`src/rtl/sar_pkg.sv`:
```
// Shared definitions for the successive-approximation ADC controller:
// FSM state type and default resolution / DAC settling parameters.
package sar_pkg;

  localparam int unsigned DEF_BITS   = 8;
  localparam int unsigned DEF_SETTLE = 1;

  typedef enum logic [1:0] {
    S_IDLE   = 2'd0,
    S_SAMPLE = 2'd1,
    S_TRIAL  = 2'd2,
    S_DONE   = 2'd3
  } sar_state_t;

endpackage

```
`src/rtl/sar_adc_ctrl.sv`:
```
// SAR ADC controller: sample, then binary-search the DAC code MSB-first,
// holding each trial code for SETTLE+1 cycles before reading the comparator.
module sar_adc_ctrl
  import sar_pkg::*;
#(
  parameter int unsigned BITS   = DEF_BITS,
  parameter int unsigned SETTLE = DEF_SETTLE
) (
  input  logic            clk,
  input  logic            rst,
  input  logic            start,
  input  logic            abort,
  input  logic            cmp,
  output logic            sample,
  output logic [BITS-1:0] dac,
  output logic            busy,
  output logic            valid,
  output logic [BITS-1:0] result
);

  localparam int unsigned IW = (BITS > 1) ? $clog2(BITS) : 1;

  sar_state_t      state;
  logic [BITS-1:0] code;
  logic [BITS-1:0] next_code;
  logic [IW-1:0]   bitidx;
  logic [31:0]     bi;
  logic [3:0]      cnt;

  assign bi = 32'(bitidx);

  // Decide the current bit from cmp and tentatively set the next lower bit.
  always_comb begin
    next_code = code;
    for (int unsigned b = 0; b < BITS; b++) begin
      if (b == bi) begin
        next_code[b] = cmp;
      end else if (b + 1 == bi) begin
        next_code[b] = 1'b1;
      end
    end
  end

  always_ff @(posedge clk or posedge rst) begin
    if (rst) begin
      state  <= S_IDLE;
      code   <= '0;
      bitidx <= '0;
      cnt    <= '0;
      result <= '0;
    end else begin
      case (state)
        S_IDLE: begin
          if (start) state <= S_SAMPLE;
        end
        S_SAMPLE: begin
          if (abort) begin
            state <= S_IDLE;
          end else begin
            state            <= S_TRIAL;
            code             <= '0;
            code[BITS-1]     <= 1'b1;
            bitidx           <= IW'(BITS - 1);
            cnt              <= 4'(SETTLE);
          end
        end
        S_TRIAL: begin
          // abort outranks the final-bit decision, so result stays untouched
          if (abort) begin
            state <= S_IDLE;
            code  <= '0;
          end else if (cnt != '0) begin
            cnt <= cnt - 4'd1;
          end else begin
            code <= next_code;
            if (bitidx == '0) begin
              state  <= S_DONE;
              result <= next_code;
            end else begin
              bitidx <= bitidx - 1'b1;
              cnt    <= 4'(SETTLE);
            end
          end
        end
        S_DONE: begin
          state <= S_IDLE;
          code  <= '0;
        end
        default: state <= S_IDLE;
      endcase
    end
  end

  assign sample = (state == S_SAMPLE);
  assign busy   = (state != S_IDLE);
  assign valid  = (state == S_DONE);
  assign dac    = (state == S_TRIAL) ? code : '0;

endmodule
```
`config.mk`:
```
export PLATFORM = sky130hd
export DESIGN_NAME = sar_adc_ctrl
export DESIGN_NICKNAME = d
export VERILOG_FILES = /design/src/rtl/sar_pkg.sv /design/src/rtl/sar_adc_ctrl.sv
export SDC_FILE = /design/constraint.sdc
export NUM_CORES = 1
export LEC_CHECK = 0
export ABC_CLOCK_PERIOD_IN_PS = 3100
export CORE_ASPECT_RATIO = 1.2
export CORE_MARGIN = 4
export CORE_UTILIZATION = 52
export CTS_BUF_LIST = sky130_fd_sc_hd__clkbuf_8 sky130_fd_sc_hd__clkbuf_16
export DETAILED_ROUTE_END_ITERATION = 12
export GPL_TIMING_DRIVEN = 0
export MAX_ROUTING_LAYER = met4
export PLACE_DENSITY = 0.78
export RECOVER_POWER = 25
export SYNTH_ARGS = -nofsm -noshare
export SYNTH_HDL_FRONTEND = slang
export SYNTH_SLANG_ARGS = --single-unit
```
`constraint.sdc`:
```
create_clock -name clk -period 3.1 [get_ports clk]
set_input_delay 0.31 -clock clk [delete_from_list [all_inputs] [get_ports clk]]
set_output_delay 0.31 -clock clk [all_outputs]
set_load 0.1 [all_outputs]
```
==> flow_metrics.env <==
export IMPL_status="completed"
export IMPL_numPortBuffers=23
export IMPL_root_buffer="clkbuf_8"
export IMPL_cts_buffer_depth=2
export IMPL_grt_max_degree=26
export IMPL_setup_viol=0
export IMPL_synthArstFlopShare=1.000
export IMPL_synth_seq_cells=25
export IMPL_dr_first_iter_drc_count=41
export IMPL_cts_sinks=25
export IMPL_maxCapViolCount=0
export IMPL_dp_cells=218
export IMPL_drive_gt1_frac=0.04762
export IMPL_first_pass_iters=4
export IMPL_setup_tns_ns=0
export IMPL_drc=0
export IMPL_ctsHtreeMaxLevel=1
export IMPL_synthTopCellsByArea="dfrtp_1, o21ai_0, ha_1, nand2_1, nor2_1"
export IMPL_total_power_mw=1.065
export IMPL_coreArea_sq_um=2603
export IMPL_die_area_sq_um=3674
export IMPL_place_ws_ns=0.2168
export IMPL_power_density_nw_per_um2=610.4
export IMPL_period_share=0.9404
export IMPL_synth_edf_count=0
export IMPL_final_util=0.6707
export IMPL_crit_arrival_ns=2.61
export IMPL_path_class="flip-flop to primary output"
export IMPL_wl_per_cell_um=14.97
export IMPL_yosysTopAreaCellShare=0.4352
export IMPL_antenna_found_initial=0
export IMPL_critPathMaxFanout=9
export IMPL_clk_latency_ns=0.27
export IMPL_synthDistinctLibCells=37
export IMPL_power_leakage_nw=0.7797
export IMPL_clkSlewWorstSetupHoldPaths_ns=0.08
export IMPL_ant_nets=0
export IMPL_skew_ns=0.002443
export IMPL_gp_congestion=0.8381
export IMPL_dieWidth_um=56
export IMPL_start_kind="flip-flop"
export IMPL_slowest_delay_ns=1.14
export IMPL_path_delay_family="buffers and inverters"
export IMPL_hold_violations=0
export IMPL_endpoint_kind="primary output"
export IMPL_slew_headroom=0.3467
export IMPL_fin_nets=201
export IMPL_routed_wl_um=3324
export IMPL_ys_flop_type="dfrtp_1"
export IMPL_postSynthCellCount=162
export IMPL_n_antenna_cell=0
export IMPL_worst_ep_required_time_ns=2.79
export IMPL_placed_area_sq_um=1709
export IMPL_ios=24
export IMPL_period_needed_ns=2.915
export IMPL_grt_pass1_vias=1301
export IMPL_grt_ovfl_total=0
export IMPL_dp_hpwl_um=2485
export IMPL_slew_viol_final=0
export IMPL_fmax_ghz=0.3430
export IMPL_fin_area_sq_um=1745
export IMPL_syn_num_nets=173
export IMPL_start_util=0.5524
export IMPL_grt_pass1_wl_um=5816
export IMPL_hold_slack_ns=0.4872
export IMPL_instances_no_fill=222
export IMPL_slowest_stage="clkdlybuf4s50_1"
export IMPL_dieHeight_um=65.60
export IMPL_avgSynthCellArea_sq_um=8.874
export IMPL_cts_made_buffers=3
export IMPL_track_usage=0.2032
export IMPL_worst_hold_path_type="flip-flop to flip-flop"
export IMPL_cp_num_buf_inv=3
export IMPL_viasPerCell=5.743
export IMPL_ys_seq_area_frac=0.4352
export IMPL_rsz0062_at_grt="false"
export IMPL_yosys_area_top_type="dfrtp_1"
export IMPL_yosysWarningCount=0
export IMPL_num_rows=20
export IMPL_crit_chain="clkbuf_1 > clkinv_1 > nor2_1 > clkdlybuf4s50_1"
export IMPL_setup_slack_ns=0.1846
export IMPL_area_delta_synth_final_pct=21.41
export IMPL_netlist_area_sq_um=1438
export IMPL_post_cts_buffers=0
export IMPL_tritoncts="done"
export IMPL_vias=1275
export IMPL_worstMarginPinSlew_ns=0.9770
export IMPL_peakVddDrop_mv=0.4548
-- cells in the mapped netlist (all sizes together), types with 2 or more instances --
cell    number
a211oi       2
a21oi        7
a31oi        3
a32oi        2
a41oi        3
and2         7
buf          2
clkbuf       6
dfrtp       25
ha           6
inv          8
mux2         3
mux2i        2
nand2       18
nand2b       2
nand3        2
nor2        16
nor2b        7
nor3         2
o21a         2
o21ai       22
o22a         2
-- repair_timing --
action,in CTS,in global routing
setup endpoints to repair,7,0
gates resized for setup,7,0
hold buffers,0,0
-- cells in the final DEF (no fill, tap or decap), types with 2 or more instances in the layout --
master and instances:
a211oi_1 2, a21oi_1 7, a31oi_1 3, a32oi_1 2
a41oi_1 3, and2_1 7, clkbuf_1 6, clkbuf_8 3
clkdlybuf4s50_1 15, dfrtp_1 25, dlygate4sd2_1 7, ha_1 6
inv_1 9, mux2_4 2, mux2i_1 2, nand2_1 18
nand2b_1 2, nand3_1 2, nor2_1 16, nor2b_1 7
nor3_1 2, o21a_1 2, o21ai_0 22, o22a_1 2
-- final cells by class --
cell class                      count  area, sq um
Clock inverter                      1        3.754
Fill cell                         233        857.1
Timing Repair Buffer               23        221.5
Clock buffer                        3        41.29
Multi-Input combinational cell    120        739.5
Buffer                              8        38.79
Sequential cell                    25        625.6
Tap cell                           33        41.29
Inverter                            9        33.78
-- registers in the layout, summed over array words and instances (netlist names) --
signal	flops
result	8
code	8
bitidx	3
state	2
cnt	4
-- layer usage --
layer  wire length (um)  vias up  track usage
met3                144        7      0.02161
met1               1343      613       0.2204
met4                 59        0      0.07418
met2               1777       35       0.3816
met5                  0        -            -
li1                   -      620            -
-- path summary, 6_finish.rpt --
path	from	end	slack, ns	cells after the start
hold reg to reg	result[6]	result[6]	0.49	2
max in group asynchronous	rst	result[2]	1.82	2
hold / removal	result[6]	result[6]	0.49	2
setup reg to reg	cnt[0]	result[3]	0.78	7
min in group asynchronous	rst	result[5]	0.70	2
setup / recovery	state[1]	valid	0.18	4
-- cells by family (layout without fill, tap and decap cells) --
family	Yosys count	in the layout	share of synthesized area
and+or+nand+nor	59	59	0.2010
DFF	25	25	0.4352
adders and majority gates	6	6	0.05222
AOI/OAI and AO/OA	50	50	0.2185
buffers and inverters	17	44	0.05047
muxes	5	5	0.04265
-- where the power goes --
| part | internal, mW | switching [mW] |
|---|---|---|
| sequential | 0.379 | 0.0686 |
| clock | 0.0886 | 0.0993 |
| combinational | 0.156 | 0.274 |
| total | 0.624 | 0.442 |
-- worst register-to-register path: cells and delay by family, from the launching register on --
| kind | cells | cell delay (ns) |
|---|---|---|
| multiplexers | 1 | 0.29 |
| AND/OR/NAND/NOR | 2 | 0.88 |
| buffers and inverters | 3 | 0.42 |
| adder cells (fa/ha/maj) | 1 | 0.18 |
| flip-flops | 1 | 0.44 |
Note: power is estimated with default switching activity, not from simulation.
==> edit: new RTL, same flow settings <==
Set the package constant `DEF_BITS` to 16 (it was 8).
--- a/src/rtl/sar_pkg.sv
+++ b/src/rtl/sar_pkg.sv
@@ -2,7 +2,7 @@
 // FSM state type and default resolution / DAC settling parameters.
 package sar_pkg;
 
-  localparam int unsigned DEF_BITS   = 8;
+  localparam int unsigned DEF_BITS   = 16;
   localparam int unsigned DEF_SETTLE = 1;
 
   typedef enum logic [1:0] {
Interface: changed (resized dac and result); port bits go from 24 to 40. No check against the original RTL was run, so the function may have changed too.
==> edit against the unedited design <==
- the flow now finishes with violations (capacitance limit, slew limit)
- sequential share of layout area increased by 0.41 points
- wire length grew 68%
- sequential cell count rose by 17
- critical path type unchanged
- first-iteration DRC count grew to 4.2 times the old value
- total power rose by 56%
- cell area is 66% higher
- area after synthesis increased by 63%
- setup slack gained 0.021 ns
- utilization rose by 0.44 points
==> edit: results (changes against the unedited design) <==
- The data arrival time of the worst path came to 2.58 ns (was 2.61 ns).
- The via total after detailed routing is 2,016 (was 1,275).
- The capture point of the worst path is dac[7] (was valid).
- The post-layout instance count excluding filler cells is 339 (was 222).
- The highest-delay cell along the critical path is sky130_fd_sc_hd__dlygate4sd2_1 (was sky130_fd_sc_hd__clkdlybuf4s50_1).
- The share of synthesized area occupied by flip-flops and latches came to 44.8% (was 43.5%).
- Most frequent cells after synthesis: sky130_fd_sc_hd__dfrtp_1, sky130_fd_sc_hd__a21oi_1, sky130_fd_sc_hd__inv_1, sky130_fd_sc_hd__o21ai_0, sky130_fd_sc_hd__mux2_2 (was sky130_fd_sc_hd__dfrtp_1, sky130_fd_sc_hd__o21ai_0, sky130_fd_sc_hd__nand2_1, sky130_fd_sc_hd__nor2_1, sky130_fd_sc_hd__inv_1).
- The number of maximum-capacitance violations is 1 (was 0).
- The net count after synthesis is 248 (was 173).
- The destination of the worst hold path is result[12] (was result[6]).
- The startpoint of the lowest-slack hold path is result[12] (was result[6]).
- The post-placement cell count is 331 (was 218).
- The terminus of the critical flop-to-flop path was code[13] (was result[3]).
- The weighted congestion at the end of routability-driven global placement came to 0.926 (was 0.838).
- The final reports fail on capacitance limit, slew limit.
- Ranking of synthesized cells by area: sky130_fd_sc_hd__dfrtp_1, sky130_fd_sc_hd__mux2_2, sky130_fd_sc_hd__a21oi_1, sky130_fd_sc_hd__a22o_1, sky130_fd_sc_hd__ha_1 (was sky130_fd_sc_hd__dfrtp_1, sky130_fd_sc_hd__o21ai_0, sky130_fd_sc_hd__ha_1, sky130_fd_sc_hd__nand2_1, sky130_fd_sc_hd__nor2_1).
- The register-to-register setup slack is 1.09 ns (was 0.78 ns).
- The number of pins with negative max-slew slack in the final report was 43 (was 0).
- The static leakage came to 0.00133 uW (was 0.000780 uW).
- The worst ir drop on vdd is 319 uV (was 455 uV).
- The wire length of the first global-routing pass was 9980 um (was 5820 um).
- The number of nets in the layout was 294 (was 201).
- The highest net fanout along the worst path is 10 (was 9).
- The post-CTS resize count is 10 (was 7).
- Outcome: finished, violations left (was finished, final reports clean).
- The fill cell instance count of the final layout is 371 (was 233).
- The routed wire length per instance came to 16.5 um (was 15.0 um).
- The setup clock skew after layout is 0.00349 ns (was 0.00244 ns).
- The latest clock arrival within the worst-skew pair is 0.30 ns (was 0.27 ns).
- The number of distinct library cells after synthesis was 38 (was 37).
- The detailed router's first-iteration violation count came to 173 (was 41).
- The number of buffers inserted during clock tree synthesis was 5 (was 3).
- The total number of H-tree levels came to 2 (was 1).
- The final HPWL from detailed placement came to 3990 um (was 2490 um).
[edit: cell count changes in the layout (fill, tap and decap cells not counted), moves of 7 or more]
cell / change
sky130_fd_sc_hd__a21oi_1: +19
sky130_fd_sc_hd__a22o_1: +12
sky130_fd_sc_hd__inv_1: +8
sky130_fd_sc_hd__o21ai_0: -8
sky130_fd_sc_hd__dfrtp_1: +17
sky130_fd_sc_hd__nand2_1: -7
sky130_fd_sc_hd__clkdlybuf4s50_1: +13
sky130_fd_sc_hd__mux2_2: +12
[edit: cell families (layout without fill, tap and decap cells)]
family | Yosys count | after routing | synth area share [%]
buf+inv | 31 | 78 | 6.30
simple gates | 65 | 65 | 16.6
mux | 14 | 14 | 6.67
fa+ha+maj | 7 | 7 | 3.74
flops | 42 | 42 | 44.8
compound gates | 77 | 77 | 21.8
[edit: where the power goes]
part | total, uW | internal (uW) | switching (uW)
Sequential | 657 | 596 | 61.0
Clock | 424 | 235 | 190
Combinational | 584 | 213 | 371
[edit: area by class of cell]
cell class / count / area (um2) / area share [%]
multi-input combinational: 163 / 1150 / 39.5
tap: 56 / 70.1 / 2.42
sequential: 42 / 1050 / 36.3
clock inverter: 3 / 37.5 / 1.29
buffer: 14 / 83.8 / 2.89
timing repair buffer: 39 / 378 / 13.0
inverter: 17 / 63.8 / 2.20
clock buffer: 5 / 68.8 / 2.37
[edit: routing by layer]
| layer | part of all wire (%) | wire length, um | track usage (%) | up-vias |
|---|---|---|---|---|
| met5 | 0 | 0 | - | - |
| met1 | 45 | 2490 | 29.0 | 993 |
| li1 | - | - | - | 943 |
| met2 | 48 | 2690 | 35.9 | 69 |
| met4 | 2.2 | 121 | 9.18 | 0 |
| met3 | 5.0 | 279 | 3.92 | 11 |
